--- src/rtl/dmem_arbiter_if.sv ---
// Bus bundle between the two requesters, the arbiter and the single-port data memory.
// Optional err / misalign_seen signals exist only when DMEM_ARB_ALIGN_CHECK_EN is defined.
interface dmem_arbiter_if #(
  parameter int ADDR_W = 32,
  parameter int DATA_W = 32
);
  logic              r0_valid;
  logic              r0_ready;
  logic              r0_we;
  logic [ADDR_W-1:0] r0_addr;
  logic [DATA_W-1:0] r0_wdata;
  logic              r0_rvalid;
  logic [DATA_W-1:0] r0_rdata;

  logic              r1_valid;
  logic              r1_ready;
  logic              r1_we;
  logic [ADDR_W-1:0] r1_addr;
  logic [DATA_W-1:0] r1_wdata;
  logic              r1_rvalid;
  logic [DATA_W-1:0] r1_rdata;

  logic              mem_read;
  logic              mem_write;
  logic [ADDR_W-1:0] address;
  logic [DATA_W-1:0] write_data;
  logic [DATA_W-1:0] read_data;
  logic              busy;

`ifdef DMEM_ARB_ALIGN_CHECK_EN
  logic              r0_err;
  logic              r1_err;
  logic              misalign_seen;
`endif

  // Arbiter side: accepts requests, drives the memory.
  modport slave (
    input  r0_valid, r0_we, r0_addr, r0_wdata,
    input  r1_valid, r1_we, r1_addr, r1_wdata,
    input  read_data,
    output r0_ready, r0_rvalid, r0_rdata,
    output r1_ready, r1_rvalid, r1_rdata,
    output mem_read, mem_write, address, write_data, busy
`ifdef DMEM_ARB_ALIGN_CHECK_EN
    , output r0_err, r1_err, misalign_seen
`endif
  );

  // Environment side: requesters plus the memory.
  modport master (
    output r0_valid, r0_we, r0_addr, r0_wdata,
    output r1_valid, r1_we, r1_addr, r1_wdata,
    output read_data,
    input  r0_ready, r0_rvalid, r0_rdata,
    input  r1_ready, r1_rvalid, r1_rdata,
    input  mem_read, mem_write, address, write_data, busy
`ifdef DMEM_ARB_ALIGN_CHECK_EN
    , input r0_err, r1_err, misalign_seen
`endif
  );
endinterface

--- src/rtl/dmem_arbiter.sv ---
// Round-robin two-requester arbiter/sequencer for the single-port data memory.
// Define DMEM_ARB_ALIGN_CHECK_EN to suppress and flag misaligned (addr[1:0] != 0) accesses.
module dmem_arbiter #(
  parameter int ADDR_W = 32,
  parameter int DATA_W = 32
) (
  input  logic              clk,
  input  logic              outside_reset,
  dmem_arbiter_if.slave     bus
);

  typedef enum logic {IDLE, RESP} state_e;

  state_e            state_q;
  logic              last_grant_q;
  logic              r0_rvalid_q, r1_rvalid_q;
  logic [DATA_W-1:0] r0_rdata_q, r1_rdata_q;
  logic [ADDR_W-1:0] addr_q;
  logic [DATA_W-1:0] wdata_q;
  logic              busy_q;

  logic              winner;
  logic              grant_any;
  logic              sel_we;
  logic [ADDR_W-1:0] sel_addr;
  logic [DATA_W-1:0] sel_wdata;
  logic              misaligned;
  logic [DATA_W-1:0] rsp_data;

  // NOTE: every always_comb output gets a default first so no path leaves it unassigned (no latch).
  always_comb begin
    winner = 1'b0;
    if (bus.r0_valid && bus.r1_valid) winner = ~last_grant_q;
    else if (bus.r1_valid)            winner = 1'b1;
  end

  // Reset gates arbitration so nothing is granted in a reset cycle.
  assign grant_any = (state_q == IDLE) && !outside_reset && (bus.r0_valid || bus.r1_valid);
  assign sel_we    = winner ? bus.r1_we    : bus.r0_we;
  assign sel_addr  = winner ? bus.r1_addr  : bus.r0_addr;
  assign sel_wdata = winner ? bus.r1_wdata : bus.r0_wdata;

`ifdef DMEM_ARB_ALIGN_CHECK_EN
  assign misaligned = sel_addr[1:0] != 2'b00;
  assign rsp_data   = misaligned ? '0 : bus.read_data;
`else
  assign misaligned = 1'b0;
  assign rsp_data   = bus.read_data;
`endif

  assign bus.r0_ready   = grant_any && !winner;
  assign bus.r1_ready   = grant_any &&  winner;
  assign bus.mem_write  = grant_any &&  sel_we && !misaligned;
  assign bus.mem_read   = grant_any && !sel_we && !misaligned;
  // Without a grant the memory keeps seeing the last granted address/data.
  assign bus.address    = grant_any ? sel_addr  : addr_q;
  assign bus.write_data = grant_any ? sel_wdata : wdata_q;

  assign bus.r0_rvalid  = r0_rvalid_q;
  assign bus.r1_rvalid  = r1_rvalid_q;
  assign bus.r0_rdata   = r0_rdata_q;
  assign bus.r1_rdata   = r1_rdata_q;
  assign bus.busy       = busy_q;

  // NOTE: sequential state uses non-blocking assignments so all registers update from pre-edge values.
  always_ff @(posedge clk) begin
    if (outside_reset) begin
      state_q      <= IDLE;
      last_grant_q <= 1'b1;
      r0_rvalid_q  <= 1'b0;
      r1_rvalid_q  <= 1'b0;
      r0_rdata_q   <= '0;
      r1_rdata_q   <= '0;
      addr_q       <= '0;
      wdata_q      <= '0;
      busy_q       <= 1'b0;
    end else begin
      r0_rvalid_q <= 1'b0;
      r1_rvalid_q <= 1'b0;
      busy_q      <= 1'b0;
      case (state_q)
        IDLE: begin
          if (grant_any) begin
            last_grant_q <= winner;
            addr_q       <= sel_addr;
            wdata_q      <= sel_wdata;
            if (!sel_we) begin
              state_q <= RESP;
              busy_q  <= 1'b1;
              if (winner) begin
                r1_rvalid_q <= 1'b1;
                r1_rdata_q  <= rsp_data;
              end else begin
                r0_rvalid_q <= 1'b1;
                r0_rdata_q  <= rsp_data;
              end
            end
          end
        end
        RESP:    state_q <= IDLE;
        default: state_q <= IDLE;
      endcase
    end
  end

`ifdef DMEM_ARB_ALIGN_CHECK_EN
  logic err_q;
  logic misalign_q;

  always_ff @(posedge clk) begin
    if (outside_reset) begin
      err_q      <= 1'b0;
      misalign_q <= 1'b0;
    end else begin
      err_q <= 1'b0;
      if (grant_any) begin
        err_q      <= misaligned && !sel_we;
        misalign_q <= misalign_q || misaligned;
      end
    end
  end

  // Read errors ride with rvalid; write errors pulse with ready.
  assign bus.r0_err = (r0_rvalid_q && err_q) || (bus.r0_ready && sel_we && misaligned);
  assign bus.r1_err = (r1_rvalid_q && err_q) || (bus.r1_ready && sel_we && misaligned);
  assign bus.misalign_seen = misalign_q;
`endif

endmodule

--- src/flat_wrapper.sv ---
// flat-port wrapper written by rule: the top's interface ports become plain ports
module dmem_arbiter_flat 
#(
  parameter int ADDR_W = 32,
  parameter int DATA_W = 32
)
  (clk, outside_reset, bus_r0_valid, bus_r0_we, bus_r0_addr, bus_r0_wdata, bus_r1_valid, bus_r1_we, bus_r1_addr, bus_r1_wdata, bus_read_data, bus_r0_ready, bus_r0_rvalid, bus_r0_rdata, bus_r1_ready, bus_r1_rvalid, bus_r1_rdata, bus_mem_read, bus_mem_write, bus_address, bus_write_data, bus_busy);
  dmem_arbiter_if #(.ADDR_W(ADDR_W), .DATA_W(DATA_W)) bus_i ();
  input  logic clk;
  input  logic outside_reset;
  input wire logic [$bits(bus_i.r0_valid)-1:0] bus_r0_valid;
  input wire logic [$bits(bus_i.r0_we)-1:0] bus_r0_we;
  input wire logic [$bits(bus_i.r0_addr)-1:0] bus_r0_addr;
  input wire logic [$bits(bus_i.r0_wdata)-1:0] bus_r0_wdata;
  input wire logic [$bits(bus_i.r1_valid)-1:0] bus_r1_valid;
  input wire logic [$bits(bus_i.r1_we)-1:0] bus_r1_we;
  input wire logic [$bits(bus_i.r1_addr)-1:0] bus_r1_addr;
  input wire logic [$bits(bus_i.r1_wdata)-1:0] bus_r1_wdata;
  input wire logic [$bits(bus_i.read_data)-1:0] bus_read_data;
  output wire logic [$bits(bus_i.r0_ready)-1:0] bus_r0_ready;
  output wire logic [$bits(bus_i.r0_rvalid)-1:0] bus_r0_rvalid;
  output wire logic [$bits(bus_i.r0_rdata)-1:0] bus_r0_rdata;
  output wire logic [$bits(bus_i.r1_ready)-1:0] bus_r1_ready;
  output wire logic [$bits(bus_i.r1_rvalid)-1:0] bus_r1_rvalid;
  output wire logic [$bits(bus_i.r1_rdata)-1:0] bus_r1_rdata;
  output wire logic [$bits(bus_i.mem_read)-1:0] bus_mem_read;
  output wire logic [$bits(bus_i.mem_write)-1:0] bus_mem_write;
  output wire logic [$bits(bus_i.address)-1:0] bus_address;
  output wire logic [$bits(bus_i.write_data)-1:0] bus_write_data;
  output wire logic [$bits(bus_i.busy)-1:0] bus_busy;
  assign bus_i.r0_valid = bus_r0_valid;
  assign bus_i.r0_we = bus_r0_we;
  assign bus_i.r0_addr = bus_r0_addr;
  assign bus_i.r0_wdata = bus_r0_wdata;
  assign bus_i.r1_valid = bus_r1_valid;
  assign bus_i.r1_we = bus_r1_we;
  assign bus_i.r1_addr = bus_r1_addr;
  assign bus_i.r1_wdata = bus_r1_wdata;
  assign bus_i.read_data = bus_read_data;
  assign bus_r0_ready = bus_i.r0_ready;
  assign bus_r0_rvalid = bus_i.r0_rvalid;
  assign bus_r0_rdata = bus_i.r0_rdata;
  assign bus_r1_ready = bus_i.r1_ready;
  assign bus_r1_rvalid = bus_i.r1_rvalid;
  assign bus_r1_rdata = bus_i.r1_rdata;
  assign bus_mem_read = bus_i.mem_read;
  assign bus_mem_write = bus_i.mem_write;
  assign bus_address = bus_i.address;
  assign bus_write_data = bus_i.write_data;
  assign bus_busy = bus_i.busy;
  dmem_arbiter #(.ADDR_W(ADDR_W), .DATA_W(DATA_W)) u_core (.clk(clk), .outside_reset(outside_reset), .bus(bus_i));
endmodule
--- config.mk ---
export PLATFORM = sky130hd
export DESIGN_NAME = dmem_arbiter_flat
export DESIGN_NICKNAME = d
export VERILOG_FILES = /design/src/rtl/dmem_arbiter_if.sv /design/src/rtl/dmem_arbiter.sv /design/src/flat_wrapper.sv
export SDC_FILE = /design/constraint.sdc
export NUM_CORES = 1
export LEC_CHECK = 0
export CORE_AREA = 2 2 132 134
export CTS_CLUSTER_DIAMETER = 150
export DETAILED_ROUTE_END_ITERATION = 8
export DIE_AREA = 0 0 134 136
export PLACE_DENSITY = 0.75
export SYNTH_ARGS = -nofsm -noshare
export SYNTH_HDL_FRONTEND = slang
export SYNTH_SLANG_ARGS = --single-unit
--- constraint.sdc ---
create_clock -name clk -period 1.6 [get_ports clk]
set_input_delay 0.16 -clock clk [delete_from_list [all_inputs] [get_ports clk]]
set_output_delay 0.16 -clock clk [all_outputs]
set_load 0.005 [all_outputs]
==> results of run 1 <==
## power groups by stage
stage / sequential (mW) / combinational, mW / clock [mW]
global route: 3.60 / 3.37 / 4.16
detailed placement: 3.63 / 2.18 / 0
CTS: 3.57 / 2.62 / 3.97
global placement: 3.62 / 2.18 / 0
finish: 3.60 / 3.26 / 3.98
floorplan: 3.62 / 0.757 / 0
## flip-flops by register name, indices dropped and copies added, names as in the netlist
name	flops
u_core.bus.r1_rvalid	1
u_core.bus.r1_rdata	32
u_core.bus.r0_rdata	32
u_core.addr_q	32
u_core.wdata_q	32
u_core.bus.r0_rvalid	1
u_core.state_q	1
u_core.last_grant_q	1
## through the flow
step           setup TNS (ps)  hold WS (ps)  instances  setup WS [ps]  area (sq um)
3_3_place_gp           -66490           460       1261           -613         10100
5_1_grt                -46510          90.9       1388           -561         13700
2_1_floorplan            -896           299        700          -44.8          5950
4_1_cts                -38140          79.8       1359           -551         12200
3_5_place_dp           -69570           467       1261           -640         10100
6_report               -40570          91.7       1388           -523         13700
## layout by cell type (no fill, tap or decap), types with 26 or more instances in the layout
cell / synthesis / final
buf_6: 4 / 84
a21oi_1: 32 / 26
buf_2: 15 / 35
dfxtp_1: 132 / 130
a221o_1: 50 / 50
clkdlybuf4s50_1: 0 / 229
nand3_2: 0 / 56
o21ai_2: 0 / 36
inv_1: 35 / 34
clkbuf_16: 0 / 30
nand3_1: 148 / 44
nand3_4: 0 / 48
buf_4: 0 / 72
buf_12: 0 / 30
## cell families (layout without fill, tap and decap cells)
| kind of cell | Yosys count | in the layout | synth area share [%] |
|---|---|---|---|
| compound gates | 261 | 261 | 30.5 |
| simple gates | 191 | 191 | 16.9 |
| flops | 132 | 132 | 44.4 |
| buf+inv | 116 | 578 | 8.14 |
| other cells | 0 | 1 | 0 |
## final cells by class
cell class | instances | area (sq um) | share of cell area, %
timing repair buffer | 511 | 5520 | 40.3
multi-input combinational | 452 | 4520 | 33.0
sequential | 132 | 2650 | 19.3
clock buffer | 19 | 453 | 3.31
tap | 225 | 282 | 2.05
clock inverter | 13 | 136 | 0.995
inverter | 35 | 134 | 0.977
antenna | 1 | 2.50 | 0.0183
## worst reg2reg max path: stages, from the launching register on
cell and delay (ps):
dfxtp_4 360, buf_6 130, buf_6 110, buf_6 110
or4b_4 670, clkbuf_16 220, o21ai_4 130, a21oi_1 90
## metal layers
layer  routed length, um  part of all wire [%]  vias up
li1                    -                     -     3631
met1               12500                    36     4072
met2               17400                    50      565
met3                2750                   7.9      185
met4                2430                   6.9        0
met5                   0                     0        -
## path summary, 6_finish.rpt
kind         slack, ps  cells after the start                     from                       to
min                 90                      3            outside_reset   u_core.bus.r0_rdata[0]
min reg2reg        460                      2  u_core.bus.r0_rdata[12]  u_core.bus.r0_rdata[12]
max reg2reg       -350                      7           u_core.state_q   u_core.bus.r0_rdata[3]
max               -520                      5           u_core.state_q          bus_address[16]
## what timing repair did
item	in CTS	in global routing
gates resized for setup	478	296
gates cloned	14	15
pin swaps	34	79
setup buffers	54	35
endpoints found under the setup margin	103	157
==> flow_summary.yaml, run 1 <==
run_status:
  status: "finished, violations left"
  violations: "setup timing"
global_route:
  use_met3_pct: 5.85
  busiest_layer: "met2"
  grt_pass1_wl_um: 42400
  grt_max_degree: 68
  met1_usage_pct: 34.5
  grt_pass1_vias: 7817
  antenna_found_initial: 1
  grt-ovfl-total: 0
  grt_use_total_pct: 29.7
  grtUsageMet2_pct: 51.3
logic_synthesis:
  synth_area_leaders: "dfxtp_1, nand3_1, a221o_1, o21ai_0, o311ai_0"
  synth-edff-count: 0
  synth.top_cell.area_share_pct: 44.4
  synth_seq_cells: 132
  yosysWarnings: 0
  yosys.area.top_type: "dfxtp_1"
  synth_most_common_cell: "nand3_1"
  synthArstFlopShare_pct: 0
  syn_inst: 700
  synth.cell_area_sq_mm: 0.00595
  syn_nets: 866
  synthDistinctLibCells: 27
  avgSynthCellArea_sq_um: 8.50
  synth_common_cells: "nand3_1, dfxtp_1, o21ai_0, clkbuf_1, a221o_1"
  ys.flop_type: "dfxtp_1"
  ys_seq_area_share_pct: 44.4
layout:
  area_delta_synth_final_pct: 130
  fin_util_pct: 81.2
  fillCellCount: 921
  drive_gt1_share_pct: 46.7
  fin_nets: 1315
power_and_ir_drop:
  clkPwrFrac_pct: 36.8
  p_leak_nw: 5.49
  pwr-share-comb_pct: 30.0
  p_switching_mw: 3.30
  internal_power_mw: 7.53
  switching_share_pct: 30.5
  p_seq_share_pct: 33.2
  power_density_mw_per_mm2: 791
  power.total_mw: 10.8
  peakVddDrop_mv: 0.773
setup_path:
  critPathCaptureType: "output port"
  cp_data_arrival_time_ps: 1960
  startpoint_type: "flop"
  worstPathRequired_ps: 1440
  critPathBufInv: 2
  critPathMaxStageDelay_ps: 360
  cp_common_cell: "or2_4"
  critPathTopFamily: "simple AND/OR/NAND/NOR gates"
  path_max_fanout: 6
  cpMaxStageDelayCell: "dfxtp_4"
  crit_type: "flop to output port"
  crit_chain: "or2_4, or2_4, clkbuf_16, a221o_1, clkbuf_2"
drt:
  routedWlPerCell_um: 25.3
  first_iter_violations: 709
  vias: 8453
  firstDrtPassIters: 7
  postRouteAntennaNets: 0
  post_drt_via_cell_ratio: 6.09
  post-route-drc-count: 0
  wirelength_um: 35100
min_path:
  hold_path_class: "input pin to flop"
clock_network:
  cts_tree: "yes"
  cts_num_sinks: 132
  cts_max_level: 4
  cts_hold_buf: 0
  clk_pin_slew_ps: 70
  cts_root_buf: "clkbuf_16"
  numCtsBuffers: 17
  clock_path_buffers: 2
  clk_latency_ps: 430
sta:
  setup_viol: 133
  period_share_pct: 133
  finClkSkew_ps: 11.7
  hold_violations: 0
  slew_viol_final: 0
  max_freq_mhz: 471
  grt_setup_unrepaired: "yes"
  timing.final.ws_setup_ps: -523
  finalCriticalPeriod_ps: 2120
  worst_pin_slew_ps: 605
  slew-limit-headroom_pct: 59.6
floorplan:
  coreArea_sq_mm: 0.0169
  die-area_sq_mm: 0.0182
  start_util_pct: 35.3
  num_rows: 48
  die_y_um: 136
  io_pins: 301
  die_w_um: 134
placed_design:
  dpl.hpwl_um: 16500
  routabilityCongestion: 0.870
  io_buffers: 300
flow_run:
  drv.max_cap_violation_count: 0
(Power assumes the default switching activity.)
==> run 2: changes to the inputs <==
- CTS_CLUSTER_SIZE: unset -> 14
- GPL_ROUTABILITY_DRIVEN: unset -> 0
- PLACE_DENSITY: 0.75 -> unset
- PLACE_DENSITY_LB_ADDON: unset -> 0.15
==> run 2 against run 1 <==
The run still ends with setup timing left. Clock power is 5% higher. Fmax is 6.7% lower. Core utilization is 2.5 points lower. Final area is 3.0% lower. Die area stayed put. Via count is 2.3% lower. Sequential share of layout area is 0.61 points higher. Combinational power is 4% lower.
==> flow_summary.yaml, run 2 (synthesis gave the netlist of run 1 again) <==
run_status:
  status: "finished, violations left"
  violations: "setup timing"
sta:
  worst_pin_slew_ps: 557
  setup_tns_ps: -36320
  grt_setup_unrepaired: "yes"
  period_share_pct: 142
  hold_violations: 0
  finClkSkew_ps: 11.5
  max_freq_mhz: 439
  finalCriticalPeriod_ps: 2280
  slew-limit-headroom_pct: 62.9
  fin_hold_ws_ps: 55.1
  timing.final.ws_setup_ps: -676
  slew_viol_final: 0
  setup_viol: 118
clock_network:
  cts_tree: "yes"
  cts_num_sinks: 132
  cts_max_level: 4
  clk_latency_ps: 430
  clock_path_buffers: 2
  clk_pin_slew_ps: 60
  numCtsBuffers: 17
  cts_root_buf: "clkbuf_16"
placed_design:
  io_buffers: 300
  dp.cells: 1274
  dpl.hpwl_um: 16100
  post_dp_cell_area_sq_mm: 0.0101
drt:
  wirelength_um: 33300
  vias: 8260
  firstDrtPassIters: 8
  post_drt_via_cell_ratio: 5.97
  postRouteAntennaNets: 0
  routedWlPerCell_um: 24.0
  post-route-drc-count: 0
  first_iter_violations: 586
floorplan:
  die_y_um: 136
  die-area_sq_mm: 0.0182
  io_pins: 301
  start_util_pct: 35.3
  num_rows: 48
  coreArea_sq_mm: 0.0169
  die_w_um: 134
global_route:
  grt_max_degree: 41
  antenna_found_initial: 1
  grt_use_total_pct: 28.7
  grt_pass1_vias: 7359
  grt-ovfl-total: 0
  grt_pass1_wl_um: 41100
power_and_ir_drop:
  p_leak_nw: 5.34
  power.total_mw: 10.9
  peakVddDrop_mv: 0.844
  power_density_mw_per_mm2: 820
min_path:
  hold_path_class: "input pin to flop"
  min_delay_path_depth: 2
  worstHoldStart: "bus_r1_we"
setup_path:
  rr_worst_depth: 7
  startpoint_type: "flop"
  cp_data_arrival_time_ps: 2120
  cp-startpoint: "u_core.state_q"
  worstPathRequired_ps: 1440
  r2r-start: "u_core.state_q"
  path_max_fanout: 7
  critPathCaptureType: "output port"
  crit_type: "flop to output port"
layout:
  fin_area_sq_mm: 0.0133
  final_cell_mix: "clkdlybuf4s50_1, dfxtp_1, buf_4, nand3_2, buf_6"
  mostFrequentLayoutCell: "clkdlybuf4s50_1"
  fillCellCount: 1033
  area_delta_synth_final_pct: 123
  fin_nets: 1313
  antenna_cells: 0
  drive_gt1_share_pct: 45.9
  finalNonFillerCells: 1384
flow_run:
  drv.max_cap_violation_count: 0
[run 2: changes by cell type in the layout (fill, tap and decap cells not counted), moves of 10 or more]
cell / change
o21ai_0: -10
nand3_2: +13
buf_2: +15
buf_4: +41
o31ai_1: +18
o31ai_2: -14
buf_6: -28
clkbuf_2: -19
[run 2: per-layer routing]
metal / track usage, % / wire, um / share of wire (%)
met5: 0 / 12 / 0.036
met3: 7.76 / 2810 / 8.5
met2: 46.7 / 15800 / 48
met4: 10.7 / 1670 / 5.0
met1: 36.4 / 12900 / 39
[run 2: timing repair]
action                     CTS  global route
setup endpoints to repair  106           152
hold buffers                 0             0
gates cloned                17             7
pin swaps                   47            70
gates resized for setup    515           224
setup buffers               30            38
[run 2: cell type report]
| class | count | area (sq um) | share of cell area, % |
|---|---|---|---|
| repair buffers | 509 | 5290 | 39.8 |
| multi-input cells | 452 | 4320 | 32.5 |
| flip-flops and latches | 132 | 2650 | 19.9 |
| clock buffers | 18 | 439 | 3.31 |
| well taps | 225 | 282 | 2.12 |
| clock inverters | 13 | 175 | 1.32 |
| inverters | 35 | 134 | 1.01 |
[run 2: report_power, final]
| part | internal (mW) | switching [mW] |
|---|---|---|
| Clock | 2.52 | 1.66 |
| Sequential | 3.48 | 0.116 |
| Combinational | 1.70 | 1.42 |
[run 2: worst max-delay path, stage by stage, from the launching register on]
cell and delay (ps):
dfxtp_4 360, or2_4 260, buf_4 180, clkbuf_16 180, o21ai_4 290, nand3_2 220, buf_2 200
[run 2: path summary, 6_finish.rpt]
| check | to | slack [ps] |
|---|---|---|
| min | u_core.bus.r1_rdata[1] | 60 |
| max | bus_write_data[19] | -680 |
| min reg2reg | u_core.bus.r0_rdata[1] | 460 |
| max reg2reg | u_core.bus.r0_rdata[21] | -240 |
[run 2: per-stage QoR]
step	util (%)	worst slack, ps
6_report	78.7	-676
4_1_cts	70.4	-521
3_5_place_dp	59.7	-625
3_3_place_gp	59.7	-602
5_1_grt	78.7	-678
2_1_floorplan	-	-44.8
